File: src/rtl/matvec_pkg.sv
// Shared widths, state encoding and saturation mode constants for the streaming mat-vec MAC.
package matvec_pkg;

    // Accumulator width: a full-precision product plus growth for N terms.
    function automatic int acc_width(input int dw, input int n);
        return 2 * dw + $clog2(n);
    endfunction

    function automatic int idx_width(input int n);
        return (n > 1) ? $clog2(n) : 1;
    endfunction

    typedef enum logic {
        StNoTheta,
        StRun
    } state_e;

    localparam bit SatWrap  = 1'b0;
    localparam bit SatClamp = 1'b1;

endpackage

File: src/rtl/mac_unit.sv
// Signed DW x DW multiply feeding an AW-bit accumulator; sum_o is the accumulator plus this product.
module mac_unit #(
    parameter int DW = 16,
    parameter int AW = 34
) (
    input  logic                 clk_i,
    input  logic                 rst_i,
    input  logic                 en_i,
    input  logic                 clr_i,
    input  logic signed [DW-1:0] a_i,
    input  logic signed [DW-1:0] b_i,
    output logic signed [AW-1:0] sum_o
);

    logic signed [AW-1:0]   acc_q, acc_d;
    logic signed [2*DW-1:0] prod;

    assign prod  = (2*DW)'(a_i) * (2*DW)'(b_i);
    assign sum_o = acc_q + AW'(prod);

    // Clear wins over accumulate so the closing beat of a row leaves a zero accumulator.
    always_comb begin
        acc_d = acc_q;
        if (clr_i) begin
            acc_d = '0;
        end else if (en_i) begin
            acc_d = sum_o;
        end
    end

    always_ff @(posedge clk_i) begin
        if (rst_i) begin
            acc_q <= '0;
        end else begin
            acc_q <= acc_d;
        end
    end

endmodule

File: src/rtl/matvec_stream_mac.sv
// Streams a row-major M x N matrix against a latched theta vector, emitting one dot product per row.
module matvec_stream_mac
    import matvec_pkg::*;
#(
    parameter int M   = 20,
    parameter int N   = 3,
    parameter int DW  = 16,
    parameter int OW  = 32,
    parameter bit SAT = 1'b0
) (
    input  logic                      clk,
    input  logic                      rst,
    input  logic                      theta_load,
    input  logic [N*DW-1:0]           theta_in,
    input  logic                      s_valid,
    output logic                      s_ready,
    input  logic [DW-1:0]             s_data,
    output logic                      m_valid,
    input  logic                      m_ready,
    output logic [OW-1:0]             m_data,
    output logic [idx_width(M)-1:0]   m_row,
    output logic                      m_last,
    output logic                      m_sat
);

    localparam int AW = acc_width(DW, N);
    localparam int CW = idx_width(N);
    localparam int RW = idx_width(M);

    localparam logic [CW-1:0] ColLast = CW'(N - 1);
    localparam logic [RW-1:0] RowLast = RW'(M - 1);
    localparam logic signed [AW-1:0] MaxPos = {{(AW-OW+1){1'b0}}, {(OW-1){1'b1}}};
    localparam logic signed [AW-1:0] MinNeg = {{(AW-OW+1){1'b1}}, {(OW-1){1'b0}}};

    state_e            state_q, state_d;
    logic [N*DW-1:0]   theta_q, theta_d;
    logic [CW-1:0]     col_q, col_d;
    logic [RW-1:0]     row_q, row_d;
    logic              m_valid_q, m_valid_d;
    logic [OW-1:0]     m_data_q, m_data_d;
    logic [RW-1:0]     m_row_q, m_row_d;
    logic              m_last_q, m_last_d;
    logic              m_sat_q, m_sat_d;

    logic              load_ok, beat, last_beat;
    logic [DW-1:0]     theta_elem;
    logic signed [AW-1:0] sum;
    logic              over, under;
    logic [OW-1:0]     res;

    mac_unit #(
        .DW (DW),
        .AW (AW)
    ) u_mac (
        .clk_i (clk),
        .rst_i (rst),
        .en_i  (beat),
        .clr_i (last_beat),
        .a_i   (s_data),
        .b_i   (theta_elem),
        .sum_o (sum)
    );

    always_comb begin
        // In RUN a reload is only safe before the first beat of a frame.
        load_ok   = theta_load && (state_q == StNoTheta || (col_q == '0 && row_q == '0));
        s_ready   = (state_q == StRun) && !(m_valid_q && !m_ready) && !load_ok;
        beat      = s_valid && s_ready;
        last_beat = beat && (col_q == ColLast);

        theta_elem = '0;
        for (int i = 0; i < N; i++) begin
            if (col_q == CW'(i)) begin
                theta_elem = theta_q[(N-1-i)*DW +: DW];
            end
        end

        over  = sum > MaxPos;
        under = sum < MinNeg;
        res   = sum[OW-1:0];
        if (SAT == SatClamp) begin
            if (over) begin
                res = MaxPos[OW-1:0];
            end else if (under) begin
                res = MinNeg[OW-1:0];
            end
        end
    end

    always_comb begin
        state_d   = state_q;
        theta_d   = theta_q;
        col_d     = col_q;
        row_d     = row_q;
        m_valid_d = m_valid_q;
        m_data_d  = m_data_q;
        m_row_d   = m_row_q;
        m_last_d  = m_last_q;
        m_sat_d   = m_sat_q;

        if (load_ok) begin
            theta_d = theta_in;
            state_d = StRun;
        end

        if (beat) begin
            col_d = (col_q == ColLast) ? '0 : col_q + CW'(1);
        end

        // A consumed result is replaced in the same cycle, keeping one row per N beats.
        if (last_beat) begin
            row_d     = (row_q == RowLast) ? '0 : row_q + RW'(1);
            m_valid_d = 1'b1;
            m_data_d  = res;
            m_row_d   = row_q;
            m_last_d  = (row_q == RowLast);
            m_sat_d   = over || under;
        end else if (m_ready) begin
            m_valid_d = 1'b0;
        end
    end

    always_ff @(posedge clk) begin
        if (rst) begin
            state_q   <= StNoTheta;
            theta_q   <= '0;
            col_q     <= '0;
            row_q     <= '0;
            m_valid_q <= 1'b0;
            m_data_q  <= '0;
            m_row_q   <= '0;
            m_last_q  <= 1'b0;
            m_sat_q   <= 1'b0;
        end else begin
            state_q   <= state_d;
            theta_q   <= theta_d;
            col_q     <= col_d;
            row_q     <= row_d;
            m_valid_q <= m_valid_d;
            m_data_q  <= m_data_d;
            m_row_q   <= m_row_d;
            m_last_q  <= m_last_d;
            m_sat_q   <= m_sat_d;
        end
    end

    assign m_valid = m_valid_q;
    assign m_data  = m_data_q;
    assign m_row   = m_row_q;
    assign m_last  = m_last_q;
    assign m_sat   = m_sat_q;

endmodule

File: config.mk
export PLATFORM = sky130hd
export DESIGN_NAME = matvec_stream_mac
export DESIGN_NICKNAME = d
export VERILOG_FILES = /design/src/rtl/matvec_pkg.sv /design/src/rtl/mac_unit.sv /design/src/rtl/matvec_stream_mac.sv
export SDC_FILE = /design/constraint.sdc
export NUM_CORES = 1
export LEC_CHECK = 0
export ABC_AREA = 1
export CELL_PAD_IN_SITES_DETAIL_PLACEMENT = 1
export CELL_PAD_IN_SITES_GLOBAL_PLACEMENT = 1
export CORE_MARGIN = 5
export CORE_UTILIZATION = 45
export CTS_CLUSTER_SIZE = 14
export DETAILED_ROUTE_END_ITERATION = 10
export GPL_TIMING_DRIVEN = 1
export HOLD_SLACK_MARGIN = 0.08
export PLACE_DENSITY = 0.92
export SLEW_MARGIN = 20
export SYNTH_ARGS = -nofsm -noshare
export SYNTH_HDL_FRONTEND = slang
export SYNTH_HIERARCHICAL = 1
export SYNTH_SLANG_ARGS = --single-unit
File: constraint.sdc
create_clock -name clk -period 8.15 [get_ports clk]
set_clock_uncertainty 0.15 [all_clocks]
set_input_delay 0.815 -clock clk [delete_from_list [all_inputs] [get_ports clk]]
set_output_delay 0.815 -clock clk [all_outputs]
set_load 0.05 [all_outputs]
After elaboration in Yosys (flattened, before gate mapping)
Index checks and enable logic that the tools add are counted.
{ "op_classes": {"addsub": 3, "multipliers": 1, "n_lt_le_gt_ge": 2, "n_eq_ne": 3, "mux": 7, "n_bitwise": 1, "reduce_logical": 16} }
{ "ops": {"columns": ["operator", "n"], "rows": [
  ["$mux W16", 3],
  ["$add A34 B32 Y34", 1],
  ["$gt A34 B32 Y1 const B", 1],
  ["$lt A34 B32 Y1 const B", 1],
  ["$mul A16 B16 Y32", 1],
  ["$logic_and A1 B1 Y1", 7],
  ["$add A5 B1 Y5 const B", 1],
  ["$eq A5 B5 Y1 const B", 1],
  ["$logic_not A5 Y1", 1],
  ["$mux W5", 1],
  ["$logic_not A1 Y1", 3],
  ["$add A2 B1 Y2 const B", 1],
  ["$eq A2 B1 Y1 const B", 1],
  ["$eq A2 B2 Y1 const B", 1],
  ["$logic_not A2 Y1", 1],
  ["$logic_or A1 B1 Y1", 2],
  ["$mux W1", 2],
  ["$mux W2", 1],
  ["$reduce_bool A2 Y1", 1],
  ["$reduce_or A2 Y1", 1],
  ["$not A1 Y1", 1]
]} }
{ "word_totals": {"ff_bits": 130, "word_cells": 43} }

Longest topological paths before layout
Gate-level depths: netlist of the first run.
{ "depth": {"ltp_word": 9, "ltp_mapped": 36, "mapped_depth_nobuf": 34} }

By module
The synthesis of the first run kept the hierarchy.
{ "by_module_without_submodules": {"columns": ["mod", "n_inst", "cells_each", "area_each_um2", "seq_area_each_um2"], "rows": [
  ["mac_unit", 1, 1810, 13639.3, 680.7],
  ["matvec_stream_mac", 1, 596, 4008.8, 1921.8]
]} }

Least setup slack after synthesis of the first run
OpenSTA, ideal clock, no wires.
{ "synth_timing": {"path_type": "reg-to-reg", "startpoint": "register col_q[0]", "endpoint": "register m_sat_q, in the netlist m_sat", "t_arrival_ns": 6.955, "required_ns": 7.886, "setup_slack_ns": 0.932, "stages_incl_launch_ff": 31, "synth_period_minus_slack_ns": 7.218, "cell_sequence": "dfxtp_1 inv_1 nor2_1 clkbuf_1 nand2_1 nand3_1 clkbuf_1 clkbuf_1 nand2_1 fa_1 inv_1 fa_1 inv_1 fa_1 inv_1 fa_1 fa_1 inv_1 fa_1 inv_1 ha_1 a21o_1 a21oi_1 nand2_1 a21oi_1 nand2_1 nand2_1 nand2_1 or3_1 a21oi_1 nor2_1"} }
{ "synth_via": {"elab_chain_len": 8, "elab_cells_between_ends": 18} }
{ "synth_lines": {"columns": ["item", "line_no", "text"], "rows": [
  ["start: declaration", "matvec_stream_mac.sv:37", "logic [CW-1:0] col_q, col_d;"],
  ["start signal: assignment", "matvec_stream_mac.sv:137", "col_q <= col_d;"],
  ["$logic_not A2 Y1", "matvec_stream_mac.sv:73", "if (col_q == CW'(i)) begin"],
  ["$mux W16 (2 in a row)", "matvec_stream_mac.sv:73", null],
  ["$mux W16 (*)", "matvec_stream_mac.sv:73", null],
  ["net theta_elem[7]", "matvec_stream_mac.sv:46", "logic [DW-1:0] theta_elem;"],
  ["$mul A16 B16 Y32 (*)", "mac_unit.sv:18", "assign prod = (2*DW)'(a_i) * (2*DW)'(b_i);"],
  ["$add A34 B32 Y34 (*)", "mac_unit.sv:19", "assign sum_o = acc_q + AW'(prod);"],
  ["net sum[32]", "matvec_stream_mac.sv:47", "logic signed [AW-1:0] sum;"],
  ["$gt A34 B32 Y1 / $lt A34 B32 Y1 (equally long branches)", "matvec_stream_mac.sv:78, matvec_stream_mac.sv:79", null],
  ["$logic_or A1 B1 Y1 (*)", "matvec_stream_mac.sv:117", "m_sat_d = over || under;"],
  ["end signal: assignment", "matvec_stream_mac.sv:143", "m_sat_q <= m_sat_d;"],
  ["end: declaration", "matvec_stream_mac.sv:43", "logic m_sat_q, m_sat_d;"]
]} }
Mark *: on every way through the listed nets, which the timed path passes. The rest lies on a longest branch.
A chain may end at the register's enable or synchronous reset.

Worst setup path after layout of the first run
Same ends and word-level chain as after synthesis.

==> flow_metrics.tcl, run 1 <==
set metrics [dict create \
    yosysSeqAreaShare_pct 14.7 \
    place_hpwl_um 50500 \
    die_area_sq_um 43300 \
    io_buffers 109 \
    result_of_the_run "complete, no violations" \
    final-hold-violation-count 0 \
    setup_tns_ps 0 \
    startpoint_type "flip-flop" \
    sink_count_of_the_clock_tree 130 \
    ant_nets 0 \
    clock_tree_from_tritoncts "built" \
    antenna_found_initial 0 \
    synth.ff_latch_count 130 \
    grt_remaining_overflow 0 \
    floorplan_core_area_sq_um 38700 \
    dieWidth_um 208 \
    cp.arrival_ps 7890 \
    wl_met3_um 2850 \
    fin_ws_ps 458 \
    fin_crit_period_ps 7690 \
    cp-endpoint "m_sat" \
    synth_top_area_cell "sky130_fd_sc_hd__fa_1" \
    first_pass_grt_wire_length_um 99500 \
    synth_most_common_cell "sky130_fd_sc_hd__inv_1" \
    count_of_maximum_capacitance_violations 0 \
    cp_slowest_cell "sky130_fd_sc_hd__fa_1" \
    yosys-top-cells-area "sky130_fd_sc_hd__fa_1 (35%), sky130_fd_sc_hd__dfxtp_1 (15%), sky130_fd_sc_hd__inv_1 (13%)" \
    holdBufCountCts 0 \
    reg2regPathDepth 28 \
    cts_setup_buffers 0 \
    worst-slew-pin-transition_ps 972 \
    rows 72 \
    dpl_worst_slack_ps 52.8 \
    cts_resized 0 \
    grt_max_degree 86 \
    crit_type "reg2reg" \
    die_y_um 208 \
    initial_utilization_pct 45.6 \
    clkSlewWorstSetupHoldPaths_ps 70 \
    critical-path-max-stage-delay_ps 690 \
    share_of_post_route_cells_with_drive_strength_above_1_pct 4.35 \
    ys_async_sr_fraction_pct 0 \
    crit_fanout 16 \
    finalNetCount 2946 \
    groute.usage.overall_pct 29.3 \
    routed_wirelength_um 62500 \
    worst_r2r_endpoint "m_sat" \
    cts_max_path_buffers 2 \
    regToRegSetupSlack_ps 460 \
    wl_met1_um 24200 \
    drt_first_pass_iters 5 \
    fin_hold_ws_ps 324 \
    yosys-top-cells-count "sky130_fd_sc_hd__inv_1 (613), sky130_fd_sc_hd__nand2_1 (593), sky130_fd_sc_hd__fa_1 (305)" \
    remaining_drc_errors 0 \
    post-synth-top-area-fraction_pct 34.6 \
    dr_total_vias 15600 \
    first_global_vias 18200 \
    drt-initial-drc-count 1015 \
    fmax_mhz 130 \
    root_buffer "sky130_fd_sc_hd__clkbuf_16" \
    crit-reg2reg-launch "col_q[0]" \
    critical_path.startpoint "col_q[0]" \
    top_layer "met4" \
    numCtsBuffers 17 \
    gp_weighted_congestion 0.877 \
    wire_per_inst_um 20.9 \
    period_share_pct 94.4 \
    num_antenna_cells 0 \
    synthesis.instances 2406 \
    worst_slew_margin_relative_to_its_limit_pct 35.0 \
    synth.yosys.warnings 6 \
    synth.lib_cells_used.distinct 41 \
    post_drt_via_cell_ratio 5.22 \
    worst_setup_path_end_kind "flip-flop" \
    synth.net_count 2884 \
    maxSlewViolCount 0 \
    netlist_area_sq_um 17600 \
    cts-htree-levels 4 \
    areaGrowthSynthToFinish_pct 12.4 \
    synth-edff-count 0 \
    finalSetupViolCount 0 \
    rsz_0062_raised_after_global_routing "no" \
    io_pins 110 \
    cp_data_required_time_ps 8350 \
    synth_ff_type "sky130_fd_sc_hd__dfxtp_1" \
    worst_skew_pair.late_latency_ps 460 \
    met2_length_um 31200 \
    avgSynthCellArea_sq_um 7.34 \
    hp-class "reg2reg" \
]
## per-layer routing
| layer | global-route usage [%] | vias to the layer above |
|---|---|---|
| li1 | - | 7010 |
| met1 | 33.0 | 7819 |
| met2 | 51.5 | 528 |
| met3 | 5.74 | 287 |
| met4 | 17.3 | 0 |
| met5 | 0 | - |
## worst min-delay path by stage
stage                         from  cells past startpoint  slack (ps)             end
finish                    m_row[0]                      2         320        m_row[0]
global placement    u_mac/acc_q[0]                      2         300  u_mac/acc_q[0]
CTS                 u_mac/acc_q[2]                      2         330  u_mac/acc_q[2]
detailed placement  u_mac/acc_q[2]                      2         320  u_mac/acc_q[2]
global route        u_mac/acc_q[2]                      2         360  u_mac/acc_q[2]
floorplan           u_mac/acc_q[0]                      2         300  u_mac/acc_q[0]
## sequential cells by signal, indices dropped and copies added, names as in the netlist
name	count
m_last	1
m_data	32
m_valid	1
theta_q	48
m_row	5
state_q	1
row_q	5
col_q	2
u_mac/acc_q	34
m_sat	1
## kinds of logic (layout without fill, tap and decap cells)
group           after synthesis  after routing  share of synthesized area (%)
simple gates               1002           1002                           22.8
xor+xnor                     16             16                          0.879
compound gates              134            134                           4.06
buf+inv                     715            790                           15.6
flops                       130            130                           14.7
fa+ha+maj                   409            409                           42.0
## through the flow
| stage | instance area (sq um) | util [%] | std cells |
|---|---|---|---|
| finish | 19800 | 51.2 | 2999 |
| floorplan | 17600 | - | 2406 |
| detailed placement | 19200 | 49.6 | 2967 |
| global placement | 19200 | 49.6 | 2967 |
| CTS | 19800 | 51.2 | 2999 |
| global route | 19800 | 51.2 | 2999 |
## placed cells by master, fill, tap and decap left out, types with 17 or more instances in the layout
master	synthesis	final
sky130_fd_sc_hd__inv_1	613	612
sky130_fd_sc_hd__nand2_1	593	593
sky130_fd_sc_hd__fa_1	305	305
sky130_fd_sc_hd__nor2_1	291	291
sky130_fd_sc_hd__dfxtp_1	130	130
sky130_fd_sc_hd__clkdlybuf4s50_1	0	109
sky130_fd_sc_hd__ha_1	104	104
sky130_fd_sc_hd__o21ai_0	69	69
sky130_fd_sc_hd__nand3_1	60	56
sky130_fd_sc_hd__a21oi_1	39	39
sky130_fd_sc_hd__buf_4	4	33
sky130_fd_sc_hd__nand4_1	17	17
sky130_fd_sc_hd__clkbuf_16	0	17
## critical path, delay by kind of cell, from the launching register on
family	cells	cell delay, ps
AO/OA/AOI/OAI	2	260
adder cells (fa/ha/maj)	7	3850
buffers and inverters	7	1000
AND/OR/NAND/NOR	12	1910
flip-flops	1	400
## cell type report
| cell class | instances | area (sq um) |
|---|---|---|
| Clock inverter | 13 | 173 |
| Tap cell | 518 | 648 |
| Timing Repair Buffer | 142 | 1340 |
| Fill cell | 4908 | 18900 |
| Inverter | 616 | 2310 |
| Clock buffer | 19 | 443 |
| Sequential cell | 130 | 2600 |
| Multi-Input combinational cell | 1561 | 12300 |
Power of run 1 is left out: the tool's default activity adds up to more than one toggle a clock period on the data nets, which glitch-free logic cannot reach.
==> run 2: changes to the inputs <==
--- a/config.mk
+++ b/config.mk
@@ -12,9 +12,10 @@
 export CORE_UTILIZATION = 45
 export CTS_CLUSTER_SIZE = 14
 export DETAILED_ROUTE_END_ITERATION = 10
+export DONT_BUFFER_PORTS = 1
 export GPL_TIMING_DRIVEN = 1
 export HOLD_SLACK_MARGIN = 0.08
-export PLACE_DENSITY = 0.92
+export PLACE_DENSITY = 0.87
 export SLEW_MARGIN = 20
 export SYNTH_ARGS = -nofsm -noshare
 export SYNTH_HDL_FRONTEND = slang
==> run 2 against run 1 <==
Effect of this change:
- non-clock buffer count shrank 122
- via count shrank 5.4%
- die area is the same
- maximum frequency grew 2.4%
- first-iteration DRC count shrank 18%
- wire length shrank 8.8%
- flip-flop and latch count is the same
- clock-buffer cell count grew 3
- hold slack lost 38 ps
- critical path depth grew 1
- worst setup slack gained 180 ps
- utilization shrank 3.2 points
- critical path type unchanged
==> flow_metrics.tcl, run 2 (synthesis results as in run 1) <==
set metrics [dict create \
    first_global_vias 17100 \
    crit_fanout 16 \
    crit_family "adder cells" \
    cp.arrival_ps 7700 \
    areaGrowthSynthToFinish_pct 5.44 \
    drt_first_pass_iters 7 \
    routed_wirelength_um 57100 \
    worst_slew_margin_relative_to_its_limit_pct 34.4 \
    largest_register_ffs 48 \
    grt_max_degree 89 \
    floorplan_core_area_sq_um 38700 \
    cts_resized 0 \
    fmax_mhz 133 \
    worst_setup_path_end_kind "flip-flop" \
    final_cell_mix "sky130_fd_sc_hd__inv_1 (612), sky130_fd_sc_hd__nand2_1 (593), sky130_fd_sc_hd__fa_1 (305)" \
    ant_nets 0 \
    top_layer "met4" \
    numCtsBuffers 17 \
    initial_utilization_pct 45.6 \
    cp_num_buf_inv 8 \
    maxSlewViolCount 0 \
    worst-slew-pin-transition_ps 981 \
    die_y_um 208 \
    cts_setup_buffers 0 \
    final_common_cell "sky130_fd_sc_hd__inv_1" \
    first_pass_grt_wire_length_um 91600 \
    rows 72 \
    wire_per_inst_um 19.8 \
    gp_weighted_congestion 0.919 \
    fin_crit_period_ps 7510 \
    hp-class "in2reg" \
    cts_max_path_buffers 2 \
    sink_count_of_the_clock_tree 130 \
    worst_skew_pair.late_latency_ps 460 \
    met2_length_um 28800 \
    antenna_found_initial 0 \
    clkSlewWorstSetupHoldPaths_ps 60 \
    fin_hold_ws_ps 286 \
    dr_total_vias 14800 \
    result_of_the_run "complete, no violations" \
    cp_data_required_time_ps 8340 \
    groute.usage.overall_pct 26.7 \
    fillers 4939 \
    cp_slowest_cell "sky130_fd_sc_hd__fa_1" \
    share_of_post_route_cells_with_drive_strength_above_1_pct 3.78 \
    io_pins 110 \
    grt_remaining_overflow 0 \
    startpoint_type "flip-flop" \
    drt-initial-drc-count 832 \
    die_area_sq_um 43300 \
    place_hpwl_um 47100 \
    num_antenna_cells 0 \
    rsz_0062_raised_after_global_routing "no" \
    finalSetupViolCount 0 \
    count_of_maximum_capacitance_violations 0 \
    reg2regPathDepth 29 \
    finalNetCount 2824 \
    io_buffers 0 \
    post_drt_via_cell_ratio 5.15 \
    critical-path-max-stage-delay_ps 780 \
    holdPathStages 1 \
    crit_type "reg2reg" \
    wl_met1_um 23200 \
    period_share_pct 92.1 \
    setup_tns_ps 0 \
    cts-htree-levels 4 \
    clock_tree_from_tritoncts "built" \
    holdBufCountCts 0 \
    wl_met3_um 2630 \
    max_flop_register "theta_q" \
    remaining_drc_errors 0 \
    final-hold-violation-count 0 \
    dieWidth_um 208 \
    logic_depth_of_the_worst_path_buffers_included 29 \
    root_buffer "sky130_fd_sc_hd__clkbuf_16" \
]
## run 2: cell count changes in the layout (fill, tap and decap cells not counted), sizes merged
cell and change:
clkinv -1, inv -4, clkinvlp +1, clkbuf +3
buf -13, clkdlybuf4s50 -109, bufinv -1
## run 2: worst paths after layout
kind | from | to | slack [ps]
setup / recovery | col_q[1] | m_sat | 640
hold / removal | rst | m_row[0] | 290
setup reg to reg | col_q[1] | m_sat | 640
hold reg to reg | u_mac/acc_q[3] | u_mac/acc_q[3] | 330
## run 2: cell type report
| type | count | area, sq um | share of cell area (%) |
|---|---|---|---|
| multi-input cells | 1561 | 12300 | 66.1 |
| flip-flops and latches | 130 | 2600 | 14.0 |
| inverters | 616 | 2310 | 12.4 |
| well taps | 518 | 648 | 3.48 |
| clock buffers | 22 | 484 | 2.60 |
| repair buffers | 20 | 150 | 0.807 |
| clock inverters | 8 | 103 | 0.551 |
## run 2: worst register-to-register path, delay by kind of cell, from the launching register on
family | cells | cell delay, ps
DFF | 1 | 420
adders and majority gates | 7 | 4010
and+or+nand+nor | 11 | 1310
buffers and inverters | 8 | 990
AOI/OAI and AO/OA | 3 | 520
## run 2: stage by stage
step,area (sq um),utilization [%],setup WS (ps),instances
after floorplan,17600,-,932,2406
after global placement,18000,46.5,971,2845
after detailed placement,18000,46.5,705,2845
after CTS,18600,48.0,646,2875
after global routing,18600,48.0,201,2875
final,18600,48.0,642,2875
## run 2: routing by layer
layer | up-vias | GRT usage, %
li1 | 6764 | -
met1 | 7479 | 32.2
met2 | 420 | 47.3
met3 | 142 | 4.32
met4 | 0 | 11.5
met5 | - | 0
Power of run 2 is left out for the same reason.
==> run 3: changes to the inputs <==
==> constraint.sdc (replaced) <==
create_clock -name clk -period 8.15 [get_ports clk]
set_clock_uncertainty 0.15 [all_clocks]
set_input_delay 1.63 -clock clk [delete_from_list [all_inputs] [get_ports clk]]
set_output_delay 1.63 -clock clk [all_outputs]
set_load 0.05 [all_outputs]
==> run 3 against run 2 <==
Effect of this change:
- non-clock buffer count grew 3
- flip-flop and latch count unchanged
- register-to-register slack lost 110 ps
- highest routed layer unchanged
==> flow_metrics.tcl, run 3 (synthesis results as in run 1) <==
set metrics [dict create \
    result_of_the_run "complete, no violations" \
    num_antenna_cells 0 \
    first_pass_grt_wire_length_um 89900 \
    die_area_sq_um 43300 \
    finalSetupViolCount 0 \
    hold_path_startpoint "theta_q[40]" \
    initial_utilization_pct 45.6 \
    setup_tns_ps 0 \
    final_common_cell "sky130_fd_sc_hd__inv_1" \
    cts_resized 0 \
    die_y_um 208 \
    dr_total_vias 14700 \
    startpoint_type "flip-flop" \
    fmax_mhz 131 \
    antenna_found_initial 0 \
    crit_family "adder cells" \
    ant_nets 0 \
    rows 72 \
    maxSlewViolCount 0 \
    critical_path.startpoint "col_q[1]" \
    worst_setup_path_end_kind "flip-flop" \
    critical-path-max-stage-delay_ps 670 \
    cp.arrival_ps 7820 \
    fin_crit_period_ps 7620 \
    worst-slew-pin-transition_ps 1020 \
    drt-initial-drc-count 824 \
    post_drt_via_cell_ratio 5.12 \
    groute.usage.overall_pct 26.0 \
    rsz_0062_raised_after_global_routing "no" \
    cts_max_path_buffers 2 \
    final_cell_mix "sky130_fd_sc_hd__inv_1 (612), sky130_fd_sc_hd__nand2_1 (593), sky130_fd_sc_hd__fa_1 (305)" \
    io_pins 110 \
    crit_fanout 16 \
    wire_per_inst_um 19.1 \
    crit-reg2reg-launch "col_q[1]" \
    cp_num_buf_inv 7 \
    hp-class "reg2reg" \
    cp_slowest_cell "sky130_fd_sc_hd__fa_1" \
    largest_register_ffs 48 \
    count_of_maximum_capacitance_violations 0 \
    cp_data_required_time_ps 8350 \
    io_buffers 0 \
    grt_max_degree 86 \
    worst_slew_margin_relative_to_its_limit_pct 31.5 \
    cts-htree-levels 4 \
    numCtsBuffers 17 \
    first_global_vias 17100 \
    drt_first_pass_iters 5 \
    final-hold-violation-count 0 \
    fin_util_pct 48.0 \
    sink_count_of_the_clock_tree 130 \
    areaGrowthSynthToFinish_pct 5.44 \
    root_buffer "sky130_fd_sc_hd__clkbuf_16" \
    crit_type "reg2reg" \
    remaining_drc_errors 0 \
    gp_weighted_congestion 0.909 \
    place_hpwl_um 46700 \
    grt_remaining_overflow 0 \
    dieWidth_um 208 \
    max_flop_register "theta_q" \
    holdBufCountCts 0 \
    clkSlewWorstSetupHoldPaths_ps 70 \
    finalNetCount 2827 \
    routed_wirelength_um 55100 \
    floorplan_core_area_sq_um 38700 \
    period_share_pct 93.5 \
    cts_setup_buffers 0 \
    worst_skew_pair.late_latency_ps 450 \
    clock_tree_from_tritoncts "built" \
    share_of_post_route_cells_with_drive_strength_above_1_pct 3.98 \
    fin_hold_ws_ps 339 \
    fin_area_sq_um 18600 \
    dpl-instance-area_sq_um 18000 \
]
==> run 3: cell count changes in the layout (fill, tap and decap cells not counted), sizes merged <==
cell / delta
inv: +8
clkbuf: -5
buf: +3
bufinv: -2
clkinv: +1
==> run 3: final timing paths <==
path                      end  depth (start not counted)  slack [ps]
hold / removal    theta_q[40]                          2         340
setup reg to reg        m_sat                         28         530
hold reg to reg   theta_q[40]                          2         340
setup / recovery        m_sat                         28         530
==> run 3: final cells by class <==
| type | count | area, sq um |
|---|---|---|
| multi-input combinational | 1561 | 12300 |
| inverter | 616 | 2310 |
| fill | 4935 | 20100 |
| clock buffer | 17 | 425 |
| clock inverter | 15 | 139 |
| timing repair buffer | 23 | 173 |
| tap | 518 | 648 |
| sequential | 130 | 2600 |
==> run 3: layer usage <==
metal / GRT usage [%] / routed length [um] / part of all wire (%) / vias up
met3: 5.09 / 2870 / 5.2 / 154
met1: 30.5 / 21900 / 40 / 7425
li1: - / - / - / 6776
met4: 12.3 / 2660 / 4.8 / 0
met2: 45.9 / 27600 / 50 / 383
met5: 0 / 0 / 0 / -
==> run 3: worst register-to-register path: cells and delay by family, from the launching register on <==
| family | cells | cell delay, ps |
|---|---|---|
| AO/OA/AOI/OAI | 4 | 690 |
| adder cells (fa/ha/maj) | 7 | 3820 |
| buffers and inverters | 7 | 820 |
| flip-flops | 1 | 400 |
| AND/OR/NAND/NOR | 10 | 1620 |
==> run 3: stage by stage <==
stage	setup slack, ps	std cells
global placement	458	2848
floorplan	537	2406
detailed placement	202	2848
global route	13.4	2880
finish	530	2880
CTS	480	2880
Power of run 3 is left out for the same reason.
==> variant: new RTL, flow settings as in run 1 <==
Change the parameter `SAT` from 1'b0 to 1'b1.
--- a/src/rtl/matvec_stream_mac.sv
+++ b/src/rtl/matvec_stream_mac.sv
@@ -6,7 +6,7 @@
     parameter int N   = 3,
     parameter int DW  = 16,
     parameter int OW  = 32,
-    parameter bit SAT = 1'b0
+    parameter bit SAT = 1'b1
 ) (
     input  logic                      clk,
     input  logic                      rst,
Formal check against the unedited RTL: not equivalent (a bounded check fails within 10 cycles, from zero or initial values and one cycle with rst high).
==> variant against run 1 <==
- sequential cell count stayed put
- critical path depth is 4 higher
- die area is 1.3% higher
- area after synthesis is 1.4% higher
- cell area is 1.1% higher
- routed wire length is 5.3% lower
- count of clock-buffer cells in the layout is 1 lower
- worst setup slack worse by 0.019 ns
Power is left out: the tool's default activity adds up to more than one toggle a clock period on the data nets, which glitch-free logic cannot reach.
==> variant: results (changes against run 1) <==
Synth Area in XOR/XNOR 0.8673% (-0.012 points); worst hold slack 0.3260 ns (+0.001965 ns); First DRT Iteration DRCs 898 (-12%); Critical path origin col_q[1]; Register-to-Register Path Depth 32 (+14%); status finished, final reports clean; met2 usage 51.72% (+0.20 points); met2 WL post-DR 31.83 mm (+1.9%); flop-to-flop setup slack 0.44 ns (-0.02 ns); Synth Net Count 2,897 (+0.45%); Synth Area in Adders 41.40% (-0.57 points); compound-gate portion of the synthesized area 5.714% (+1.7 points); Crit path arrival time 7.85 ns (-0.04 ns); Final nets 2,952 (+0.20%); GR Util met3 3.094% (-2.6 points); FF-to-FF End m_data[14]; first-pass GRT wire length 95.17 mm (-4.3%); cells after synthesis 2,419 (+0.54%); slowest stage delay, CP 0.53 ns (-0.16 ns); GP Congestion 0.9348 (+6.6%); met1 Use GR 30.30% (-2.7 points); Unique masters post-synth 42 (+2.4%); vias in the first global route 18,280 (+0.27%); Clock Latency Late Sink 0.43 ns (-0.03 ns); Critical Path Fanout Max 32 (+16); via/cell ratio 5.246 (+0.57%); post-DP HPWL 48.77 mm (-3.4%); met3 routed WL 2.311 mm (-19%); hold_sp m_data[1]; Hold Path Sink m_data[1]; pin count of the biggest net entering global routing 55 (-36%); vias 15,800 (+1.0%); Post-CTS Resized 1 (+1); Seq/Total Area, Yosys 14.55% (-0.20 points)
-- variant: cell count changes in the layout (fill, tap and decap cells not counted), sizes merged, moves of 3 or more --
cell    change
nand4      +29
o21ai      +29
bufinv      -3
a21oi      +30
nand2      -26
nor2       -64
buf         +6
clkinv      +3
-- variant: worst max-delay path, delay by kind of cell, from the launching register on --
family	cells	cell delay [ns]
buffers and inverters	9	1.20
flip-flops	1	0.45
adder cells (fa/ha/maj)	7	3.37
AO/OA/AOI/OAI	3	0.34
AND/OR/NAND/NOR	13	2.03
-- variant: final cells by class --
type	instances	area (um2)
multi-input cells	1562	12530
inverters	615	2312
repair buffers	148	1399
well taps	525	656.9
flip-flops and latches	130	2603
clock inverters	14	136.4
clock buffers	18	439.2
fillers	4978	19480
-- variant: worst max-delay path by stage --
| stage | end | cells after the start |
|---|---|---|
| finish | m_data[14] | 32 |
| global route | m_data[13] | 33 |
| CTS | m_data[14] | 32 |
| detailed placement | m_data[4] | 27 |
| global placement | m_sat | 28 |
| floorplan | m_data[23] | 30 |
